`config.mk`:
```
export PLATFORM = sky130hd
export DESIGN_NAME = keypad_scanner
export DESIGN_NICKNAME = d
export VERILOG_FILES = /design/src/rtl/keypad_scanner.sv
export SDC_FILE = /design/constraint.sdc
export NUM_CORES = 1
export LEC_CHECK = 0
export CAP_MARGIN = 20
export CORE_MARGIN = 5
export CORE_UTILIZATION = 45
export CTS_CLUSTER_SIZE = 24
export DETAILED_ROUTE_END_ITERATION = 16
export DONT_BUFFER_PORTS = 1
export GPL_TIMING_DRIVEN = 0
export PLACE_DENSITY = 0.61
export SLEW_MARGIN = 15
export SYNTH_ARGS = -nofsm -noshare
export SYNTH_HDL_FRONTEND = slang
export SYNTH_SLANG_ARGS = --single-unit
export TNS_END_PERCENT = 10
```
`constraint.sdc`:
```
create_clock -name clk -period 1.9 [get_ports clk]
set_input_delay 0.57 -clock clk [delete_from_list [all_inputs] [get_ports clk]]
set_output_delay 0.57 -clock clk [all_outputs]
set_load 0.01 [all_outputs]
```
`src/rtl/keypad_scanner.sv`:
```
// 4x4 matrix keypad scanner: column rotation, debounced press/release, hex encoding.
// Optional auto-repeat while a key is held is enabled by defining KEYPAD_REPEAT_EN.
module keypad_scanner #(
  parameter int SCAN_DIV     = 50000,
  parameter int DEBOUNCE_CNT = 20,
  parameter int REPEAT_DELAY = 25,
  parameter int REPEAT_RATE  = 5
) (
  input  logic       clk,
  input  logic       rst_n,
  input  logic [3:0] row,
  output logic [3:0] col,
  output logic [3:0] key_code,
  output logic       key_valid,
  output logic       key_held
);

  localparam int DW = $clog2(SCAN_DIV);
  localparam int CW = $clog2(DEBOUNCE_CNT + 1);

  typedef enum logic [1:0] {SCAN, DEBOUNCE, HELD, RELEASE} state_e;

  state_e        state_q, state_d;
  logic [3:0]    row_s1_q, row_s2_q;
  logic [DW-1:0] div_q;
  logic [1:0]    col_q, col_d;
  logic [1:0]    rsel_q, rsel_d;
  logic [CW-1:0] cnt_q, cnt_d;
  logic [3:0]    code_q, code_d;
  logic          valid_q, valid_d;
  logic          held_q, held_d;
  logic          tick;
  logic          key_down;
  logic          do_accept;
  logic          do_resume;

`ifdef KEYPAD_REPEAT_EN
  localparam int RMAX = (REPEAT_DELAY > REPEAT_RATE) ? REPEAT_DELAY : REPEAT_RATE;
  localparam int RW   = $clog2(RMAX + 1);
  logic [RW-1:0] rep_q, rep_d, rep_inc;
  logic          armed_q, armed_d;
`else
  logic unused_repeat;
  assign unused_repeat = ^{REPEAT_DELAY, REPEAT_RATE};
`endif

  function automatic logic [1:0] lowest_low(input logic [3:0] r);
    logic [1:0] idx;
    idx = 2'd3;
    if (!r[2]) idx = 2'd2;
    if (!r[1]) idx = 2'd1;
    if (!r[0]) idx = 2'd0;
    return idx;
  endfunction

  function automatic logic [3:0] encode(input logic [1:0] r, input logic [1:0] c);
    logic [3:0] code;
    code = 4'h0;
    case ({r, c})
      4'h0: code = 4'h1;  4'h1: code = 4'h2;  4'h2: code = 4'h3;  4'h3: code = 4'hA;
      4'h4: code = 4'h4;  4'h5: code = 4'h5;  4'h6: code = 4'h6;  4'h7: code = 4'hB;
      4'h8: code = 4'h7;  4'h9: code = 4'h8;  4'hA: code = 4'h9;  4'hB: code = 4'hC;
      4'hC: code = 4'hE;  4'hD: code = 4'h0;  4'hE: code = 4'hF;  4'hF: code = 4'hD;
      default: code = 4'h0;
    endcase
    return code;
  endfunction

  assign tick     = (div_q == DW'(SCAN_DIV - 1));
  assign key_down = ~row_s2_q[rsel_q];

  always_comb begin
    state_d   = state_q;
    col_d     = col_q;
    rsel_d    = rsel_q;
    cnt_d     = cnt_q;
    code_d    = code_q;
    valid_d   = 1'b0;
    held_d    = held_q;
    do_accept = 1'b0;
    do_resume = 1'b0;
`ifdef KEYPAD_REPEAT_EN
    rep_d     = rep_q;
    armed_d   = armed_q;
    rep_inc   = rep_q + RW'(1);
`endif
    if (tick) begin
      case (state_q)
        SCAN: begin
          if (row_s2_q != 4'hF) begin
            rsel_d = lowest_low(row_s2_q);
            cnt_d  = CW'(1);
            if (DEBOUNCE_CNT == 1) do_accept = 1'b1;
            else                   state_d   = DEBOUNCE;
          end else begin
            col_d = col_q + 2'd1;
          end
        end
        DEBOUNCE: begin
          if (key_down) begin
            cnt_d = cnt_q + CW'(1);
            if (cnt_d == CW'(DEBOUNCE_CNT)) do_accept = 1'b1;
          end else begin
            state_d = SCAN;
            cnt_d   = '0;
            col_d   = col_q + 2'd1;
          end
        end
        HELD: begin
          if (!key_down) begin
            if (DEBOUNCE_CNT == 1) begin
              do_resume = 1'b1;
            end else begin
              state_d = RELEASE;
              cnt_d   = CW'(1);
            end
`ifdef KEYPAD_REPEAT_EN
            rep_d   = '0;
            armed_d = 1'b0;
          end else if ((!armed_q && rep_inc == RW'(REPEAT_DELAY)) ||
                       (armed_q && rep_inc == RW'(REPEAT_RATE))) begin
            valid_d = 1'b1;
            rep_d   = '0;
            armed_d = 1'b1;
          end else begin
            rep_d = rep_inc;
`endif
          end
        end
        RELEASE: begin
          if (!key_down) begin
            cnt_d = cnt_q + CW'(1);
            if (cnt_d == CW'(DEBOUNCE_CNT)) do_resume = 1'b1;
          end else begin
            // Bounce during release: back to HELD without a new strobe.
            state_d = HELD;
            cnt_d   = '0;
          end
        end
        default: state_d = SCAN;
      endcase
    end
    if (do_accept) begin
      code_d  = encode(rsel_d, col_q);
      valid_d = 1'b1;
      held_d  = 1'b1;
      state_d = HELD;
      cnt_d   = '0;
`ifdef KEYPAD_REPEAT_EN
      rep_d   = '0;
      armed_d = 1'b0;
`endif
    end
    if (do_resume) begin
      state_d = SCAN;
      held_d  = 1'b0;
      cnt_d   = '0;
      col_d   = col_q + 2'd1;
    end
  end

  always_ff @(posedge clk or negedge rst_n) begin
    if (!rst_n) begin
      state_q  <= SCAN;
      row_s1_q <= 4'hF;
      row_s2_q <= 4'hF;
      div_q    <= '0;
      col_q    <= 2'd0;
      rsel_q   <= 2'd0;
      cnt_q    <= '0;
      code_q   <= 4'h0;
      valid_q  <= 1'b0;
      held_q   <= 1'b0;
`ifdef KEYPAD_REPEAT_EN
      rep_q    <= '0;
      armed_q  <= 1'b0;
`endif
    end else begin
      state_q  <= state_d;
      row_s1_q <= row;
      row_s2_q <= row_s1_q;
      div_q    <= tick ? '0 : div_q + DW'(1);
      col_q    <= col_d;
      rsel_q   <= rsel_d;
      cnt_q    <= cnt_d;
      code_q   <= code_d;
      valid_q  <= valid_d;
      held_q   <= held_d;
`ifdef KEYPAD_REPEAT_EN
      rep_q    <= rep_d;
      armed_q  <= armed_d;
`endif
    end
  end

  assign col       = ~(4'b0001 << col_q);
  assign key_code  = code_q;
  assign key_valid = valid_q;
  assign key_held  = held_q;

endmodule

```
# --- Word-level counts from Yosys, hierarchy flattened ---
# Memory sizes are Yosys's and may differ from the RTL's. A register that Yosys moved wholly into a read port is not among the register bits.
# Index checks and enable logic that the tools add are counted.
totals:
  regBits: 37
  mem_bits_ro: 64
  out_inout_bits: 10
  mem_count: 1
memory_table:
  columns: ["name", "words", "word_bits", "read_ports", "rd_ports_with_merged_regs", "write_ports", "line", "rtl"]
  rows:
  - ["(name not given)", 16, 4, 1, 1, 0, "59", "case ({r, c})"]
op_classes:
  add_sub_neg: 3
  magnitude_cmp: 1
  eq_ne: 12
  shift: 1
  mux: 40
  bitwise_logic: 1
  reduce_logical: 9
op_table:
  columns: ["op", "n"]
  rows:
  - ["5-bit two-way mux", 7]
  - ["2-bit two-way mux", 16]
  - ["4-bit inequality test, second input constant", 5]
  - ["5-bit one-hot mux with 4 select lines", 1]
  - ["16-bit by 1-bit adder with 16-bit output, second input constant", 1]
  - ["16-bit == test, second input constant", 1]
  - ["16-bit two-way mux", 1]
  - ["1-bit two-way mux", 12]
  - ["2-bit one-hot mux with 4 select lines", 1]
  - ["3-bit inequality test, second input constant", 2]
  - ["3-bit nonzero test", 2]
  - ["5-bit by 1-bit adder with 5-bit output, second input constant", 1]
  - ["5-bit == test, second input constant", 1]
  - ["5-bit AND reduction", 1]
  - ["2-bit == test, second input constant", 2]
  - ["4-bit inverter", 1]
  - ["2-bit one-hot mux with 2 select lines", 1]
  - ["4-bit AND reduction", 1]
  - ["2-bit nonzero test", 2]
  - ["1-bit by 2-bit left shift with 4-bit output, first input constant", 1]
  - ["2-bit by 3-bit < comparator with 1-bit output, second input constant", 1]
  - ["3-bit AND reduction", 1]
  - ["2-bit by 1-bit adder with 2-bit output, second input constant", 1]
  - ["1-bit binary-select mux with 2-bit select", 1]
  - ["3 further kinds", 3]

# --- Longest topological paths before layout ---
# Gate-level depths: netlist of run 1.
depth:
  depth_word: 8
  ltp_mapped: 9

# --- Worst setup path before layout of run 1 ---
# Ideal clock, no wire load.
synth_path:
  path_type: "register -> register"
  from: "reg div_q[0]"
  to: "reg code_q[0] (netlist: key_code[0])"
  setup_ns: 0.104
  t_arrival_ns: 1.853
  t_required_ns: 1.796
  slack_ns: -0.057
  stages_incl_launch_ff: 10
  path_buffers: 1
  synth_period_minus_slack_ns: 1.957
  path_cell_list: "dfrtp_1 ha_1 and3_1 and4_1 buf_6 nand3_4 or3_4 clkinv_2 o2111ai_1 o311ai_1"
synth_between:
  elab_chain_len: 2
  elab_cells_between_ends: 3
synth_rtl:
  columns: ["item", "line", "rtl"]
  rows:
  - ["start, declared", "25", "logic [DW-1:0] div_q;"]
  - ["start signal, assigned", "182", "div_q <= tick ? '0 : div_q + DW'(1);"]
  - ["16-bit == test", "69", "assign tick = (div_q == DW'(SCAN_DIV - 1));"]
  - ["1-bit two-way mux", "87", "if (tick) begin"]
  - ["net do_accept", "34", "logic do_accept;"]
  - ["end, declared", "29", "logic [3:0] code_q, code_d;"]
# The timed path passes the listed nets, and every way through them passes these cells.
# A chain may end at the register's enable or synchronous reset.

# --- Worst setup path after layout of run 1 ---
layout_path:
  from: "reg div_q[0]"
  to: "reg code_q[0] (netlist: key_code[0])"
layout_between:
  elab_chain_len: 2
  elab_cells_between_ends: 3
layout_rtl:
  columns: ["item", "line", "rtl"]
  rows:
  - ["16-bit == test", "69", null]
  - ["2-bit two-way mux", "87", null]
  - ["net rsel_d[1]", "27", "logic [1:0] rsel_q, rsel_d;"]
# The timed path passes the listed nets, and every way through them passes these cells.

==> impl_metrics.csv, run 1 <==
group,metric,value,unit
setup_path,critPathLaunchType,"flip-flop",
logic_synthesis,post_synth_fa_ha_maj_area_fraction,0.04884,
routing,detail_route.wl_per_cell,15.37,um
grt,antenna_found_initial,0,
logic_synthesis,synth-simple-area-share,0.2149,
logic_synthesis,synth_edf_count,0,
logic_synthesis,synthFlopType,"dfrtp_1",
routing,drc,0,
setup_path,cp-end-kind,"flip-flop",
timing,finalCriticalPeriod,1.984,ns
final_layout,n_antenna_cell,0,
routing,met2_length,1866,um
clock_tree,clk_latency,0.30,ns
timing,fmax,0.5041,GHz
final_layout,design_area,2380,um^2
timing,fin_setup_tns,-0.2510,ns
routing,drt_iter0_drc,80,
placed_design,placed_cells,247,
floorplan,dieHeight,77.49,um
routing,wl_met3,199,um
setup_path,critical_path_required,2.11,ns
logic_synthesis,synth_top_area_frac,0.4029,
timing,rsz0062_at_grt,"true",
timing,finalHoldWorstSlack,0.08825,ns
floorplan,pin_count,16,
floorplan,design.die.area,6004,um^2
final_layout,finalNetCount,225,
timing,setup-violations-final,6,
timing,tightest_slew,0.5745,ns
placed_design,portBuffers,0,
floorplan,core.rowCount,24,
logic_synthesis,synth_top_family_by_area,"simple AND/OR/NAND/NOR gates",
logic_synthesis,synth_common_cells,"dfrtp_1, nand2_1, nor2_1",
grt,grt_pass1_wl,6893,um
power_and_ir_drop,finalPower,1.658,mW
logic_synthesis,synth_area_leader_cell,"dfrtp_1",
placed_design,post-place-ws,-0.3005,ns
logic_synthesis,synth_area_leaders,"dfrtp_1, dfstp_2, ha_1, xnor2_1, nand2_1",
placed_design,gp_congestion,0.8465,
logic_synthesis,synth_mux_area_frac,0.02137,
routing,avgViaCountPerCell,5.621,
timing,finalHoldViolCount,0,
placed_design,place_hpwl,2689,um
grt,grt_max_degree,34,
logic_synthesis,ys_ff_latch,41,
logic_synthesis,synth-warning-count,0,
clock_tree,clock_sinks,41,
final_layout,fin_cells,264,
grt,grtUsageTotal,0.1430,
run_status,violations,"negative setup slack",
routing,drt-pass1-iter-count,5,
final_layout,drive_above_1_share,0.2311,
logic_synthesis,syn-instance-count,195,
clock_tree,cts_buffers,5,
routing,met1Wirelength,1918,um
floorplan,start_util,0.4675,
logic_synthesis,synth_compound_area_frac,0.1111,
power_and_ir_drop,leakage,1.034,nW
run_status,status,"complete, but fails checks",
timing,fin_ws,-0.08368,ns
routing,drtAntennaViolNets,0,
logic_synthesis,synth_fp_nets,209,
grt,grt_overflow,0,
routing,highest_layer,"met4",
clock_tree,cts-root-buf,"clkbuf_8",
final_layout,area_growth,16.12,%
routing,finalWirelength,4057,um
routing,vias,1484,
power_and_ir_drop,ir_worst_vdd,444.8,uV
floorplan,core_area,4384,um^2
grt,grt_pass1_vias,1462,
timing,finalCritPeriodShare,1.044,
logic_synthesis,ys_types,46,
clock_tree,clockBufferDepth,2,
setup_path,crit_fanout,8,
clock_tree,clkTransAtPathRegs,0.09,ns
logic_synthesis,syn_area,2049,um^2
timing,skew,0.01192,ns
logic_synthesis,syn_avg_cell_area,10.51,um^2
logic_synthesis,synth_most_common_cell,"dfrtp_1",
hold_path,min_path_type,"in -> async",
clock_tree,cts_tree,"built",
setup_path,r2r_setup_slack,-0.08,ns
timing,slew_violations,0,
setup_path,arrival,2.19,ns
final_layout,post-route-util,0.5428,
logic_synthesis,synth_xor_area_frac,0.06410,
logic_synthesis,synthArstFlopShare,1.000,
logic_synthesis,synth_seq_area_share,0.5055,
placed_design,dpl_cell_area,2122,um^2
final_layout,num-fill-cells,393,
clock_tree,cts_max_level,2,
setup_path,worstSetupPathType,"reg -> reg",
run,cap_violations,0,
floorplan,die_x,77.49,um
power_and_ir_drop,p_per_area,696.6,nW/um^2
timing,max_slew_margin,0.6170,
-- critical path: stages, from the launching register on --
cell	delay [ns]
dfrtp_1	0.39
ha_2	0.19
and3_4	0.18
and4_1	0.19
buf_6	0.14
and3_4	0.16
or2_4	0.28
clkinv_4	0.07
a21oi_1	0.06
o311ai_1	0.23
-- repair_timing --
item / CTS / global route
hold buffers: 1 / 0
endpoints found under the hold margin: 33 / 0
gates resized for setup: 5 / 7
buffers inserted: 7 / 1
endpoints found under the setup margin: 10 / 13
pin swaps: 5 / 1
-- per-layer routing --
metal  up-vias  GRT usage
li1        717          -
met1       720     0.1887
met2        39     0.2172
met3         8    0.04630
met4         0    0.05842
met5         -          0
-- report_power, final --
part           switching (mW)  internal, mW
Sequential            0.00506         0.888
Clock                   0.309         0.427
Combinational          0.0198       0.00885
-- sequential cells by signal (all words and copies together), names as in the netlist --
signal     count
div_q         16
cnt_q          5
key_code       4
row_s1_q       4
row_s2_q       4
col_q          2
rsel_q         2
state_q        2
key_held       1
key_valid      1
-- final cells by class --
type,count,area [um^2],share of cell area
flip-flops and latches,41,1039,0.4364
clock buffers,6,82.58,0.03470
clock inverters,2,37.54,0.01577
plain buffers,3,18.77,0.007886
well taps,52,65.06,0.02734
inverters,13,58.81,0.02471
multi-input cells,138,998.5,0.4196
repair buffers,9,80.08,0.03365
-- cell families (layout without fill, tap and decap cells) --
logic type / Yosys count / after routing
and+or+nand+nor: 78 / 78
AOI/OAI and AO/OA: 34 / 34
buffers and inverters: 16 / 33
DFF: 41 / 41
adders and majority gates: 8 / 8
xor gates and xnor gates: 15 / 15
muxes: 3 / 3
-- path summary, 6_finish.rpt --
check	start	to	cells past startpoint
max	div_q[0]$_DFF_PN0_	key_code[0]$_DFFE_PN0P_	9
min	rst_n	cnt_q[4]$_DFFE_PN0P_	1
max reg2reg	div_q[0]$_DFF_PN0_	key_code[0]$_DFFE_PN0P_	9
min reg2reg	row_s1_q[2]$_DFF_PN1_	row_s2_q[2]$_DFF_PN1_	0
max in group asynchronous	rst_n	col_q[0]$_DFFE_PN0P_	1
min in group clk	row[0]	row_s1_q[0]$_DFF_PN1_	0
-- cell usage in the layout, fill, tap and decap left out, drive strengths merged, types with 2 or more instances in the layout --
master,count
nand4,3
and3,7
and2,3
nand3,13
clkbuf,8
buf,10
o211ai,4
clkinv,2
nor3,3
nand2,18
o2111ai,2
dfstp,8
nand2b,2
and4,2
xor2,6
nor2,17
ha,8
a31oi,2
inv,11
nor4b,2
nand3b,2
xnor2,9
o21ai,10
a21oi,7
or2,2
and4bb,2
dfrtp,33
No activity file was read; power rests on OpenSTA's default activity.
==> run 2, diff against run 1 <==
- GPL_TIMING_DRIVEN: 0 -> 1
- PLACE_DENSITY: 0.61 -> not set
==> impl_metrics.csv, run 2 (synthesis results as in run 1) <==
group,metric,value,unit
run_status,status,"complete, but fails checks",
run_status,violations,"negative setup slack",
grt,grtUsageTotal,0.1627,
setup_path,crit_fanout,7,
grt,grt_overflow,0,
setup_path,arrival,2.11,ns
timing,tightest_slew,0.3176,ns
timing,max_slew_margin,0.7875,
placed_design,place_hpwl,3216,um
final_layout,largest_register_ffs,16,
floorplan,design.die.area,6004,um^2
clock_tree,cts-root-buf,"clkbuf_8",
grt,use_met1,0.2102,
setup_path,worstSetupPathType,"reg -> reg",
clock_tree,cts_max_level,2,
routing,drtAntennaViolNets,0,
final_layout,regMostFlops,"div_q",
setup_path,crit_chain,"nor4b_4 > and4_4 > nand3_4 > or3_4 > inv_4 > o2111ai_1 > o311ai_2",
final_layout,drive_above_1_share,0.3583,
routing,finalWirelength,4519,um
final_layout,final_cell_mix,"buf_4, dfrtp_1, nand2_1",
final_layout,final_common_cell,"buf_4",
hold_path,min_path_type,"in -> async",
final_layout,fin_cells,292,
power_and_ir_drop,ir_worst_vdd,532.8,uV
setup_path,cp-end-kind,"flip-flop",
floorplan,die_x,77.49,um
final_layout,regArea,1039,um^2
timing,skew,0.009437,ns
floorplan,core_area,4384,um^2
final_layout,num-fill-cells,353,
clock_tree,cts_buffers,5,
grt,grt_use_met3,0.04167,
routing,drt-pass1-iter-count,4,
timing,setup-violations-final,2,
final_layout,n_antenna_cell,0,
timing,rsz0062_at_grt,"true",
floorplan,core.rowCount,24,
grt,busiest_layer,"met2",
final_layout,design_area,2630,um^2
setup_path,critical_path_required,2.10,ns
final_layout,finalNetCount,253,
grt,grt_pass1_vias,1668,
routing,vias,1581,
timing,finalCriticalPeriod,1.913,ns
routing,drt_iter0_drc,95,
power_and_ir_drop,switching_power,322.4,uW
power_and_ir_drop,finalPower,1.648,mW
placed_design,gp_congestion,0.7855,
power_and_ir_drop,clkPwrFrac,0.439,
grt,use_met2,0.2702,
timing,fin_ws,-0.01297,ns
placed_design,portBuffers,0,
clock_tree,clk_latency,0.29,ns
power_and_ir_drop,leakage,1.198,nW
run,cap_violations,0,
floorplan,start_util,0.4675,
power_and_ir_drop,p_per_area,626.4,nW/um^2
setup_path,slowest_delay,0.41,ns
final_layout,area_growth,28.33,%
clock_tree,clkTransAtPathRegs,0.08,ns
final_layout,largestRegisters,"div_q x16, cnt_q x5",
routing,avgViaCountPerCell,5.414,
setup_path,critPathLaunchType,"flip-flop",
final_layout,multiInputGateArea,1030,um^2
clock_tree,clockBufferDepth,2,
clock_tree,clock_sinks,41,
power_and_ir_drop,p_comb_frac,0.019,
placed_design,post-place-ws,-0.1585,ns
routing,detail_route.wl_per_cell,15.48,um
floorplan,dieHeight,77.49,um
power_and_ir_drop,switching_share,0.1957,
clock_tree,cts_tree,"built",
placed_design,placed_cells,276,
timing,fmax,0.5227,GHz
grt,grt_max_degree,34,
timing,slew_violations,0,
routing,drc,0,
setup_path,crit_slowest_cell,"dfrtp_1",
grt,antenna_found_initial,0,
power_and_ir_drop,sequentialPowerShare,0.542,
placed_design,dpl_cell_area,2344,um^2
timing,finalHoldViolCount,0,
power_and_ir_drop,p_int,1.325,mW
floorplan,pin_count,16,
grt,grt_pass1_wl,7921,um
timing,fin_setup_tns,-0.02509,ns
timing,finalCritPeriodShare,1.007,
-- run 2: cell count changes in the layout (fill, tap and decap cells not counted), sizes merged --
cell / change
inv: +2
clkbuf: -2
clkinv: -2
buf: +30
-- run 2: power by group through the flow --
| stage | Clock, mW | Sequential [mW] | Combinational, mW |
|---|---|---|---|
| 4_1_cts | 0.741 | 0.893 | 0.0302 |
| 3_5_place_dp | 0 | 0.910 | 0.0114 |
| 3_3_place_gp | 0 | 0.909 | 0.0113 |
| 6_report | 0.723 | 0.893 | 0.0311 |
| 2_1_floorplan | 0 | 0.908 | 0.00840 |
| 5_1_grt | 0.795 | 0.894 | 0.0360 |
-- run 2: layout make-up --
| type | count | share of cell area |
|---|---|---|
| flip-flops and latches | 41 | 0.3949 |
| multi-input cells | 138 | 0.3915 |
| repair buffers | 40 | 0.1218 |
| clock buffers | 6 | 0.03140 |
| well taps | 52 | 0.02474 |
| inverters | 13 | 0.02141 |
| clock inverters | 2 | 0.01427 |
-- run 2: critical path, delay by kind of cell (launching register included) --
family / cells / cell delay [ns]
buf+inv: 1 / 0.10
simple gates: 4 / 1.07
compound gates: 2 / 0.24
flops: 1 / 0.41
-- run 2: path summary, 6_finish.rpt --
kind	cells past startpoint	slack, ns	start	to
max in group asynchronous	1	1.60	rst_n	col_q[1]$_DFFE_PN0P_
hold / removal	1	0.1	rst_n	cnt_q[2]$_DFFE_PN0P_
setup reg to reg	7	-0.01	div_q[11]$_DFF_PN0_	key_code[0]$_DFFE_PN0P_
min in group clk	0	0.27	row[1]	row_s1_q[1]$_DFF_PN1_
hold reg to reg	0	0.36	row_s1_q[2]$_DFF_PN1_	row_s2_q[2]$_DFF_PN1_
setup / recovery	7	-0.01	div_q[11]$_DFF_PN0_	key_code[0]$_DFFE_PN0P_
-- run 2: routing by layer --
metal	vias to the layer above	share of wire
met5	-	0
met1	770	0.43
met2	39	0.52
li1	768	-
met3	4	0.046
met4	0	0.0069
-- run 2: what timing repair did --
action | 4_1_cts | 5_1_grt
hold endpoints to repair | 33 | 0
hold buffers | 1 | 0
setup buffers | 2 | 5
resized for setup | 7 | 20
pin swaps | 7 | 7
endpoints found under the setup margin | 9 | 17
-- run 2: per-stage QoR --
stage / utilization / hold WS [ns]
after floorplan: - / 0.2744
after global placement: 0.5345 / 0.2763
after detailed placement: 0.5345 / 0.2764
after CTS: 0.5759 / 0.09723
after global routing: 0.5999 / 0.09066
final: 0.5999 / 0.09874
==> run 3, diff against run 2 <==
- CTS_CLUSTER_SIZE: 24 -> not set
==> results of run 3 <==
The final DEF is identical to that of run 2; final timing and power are the same.
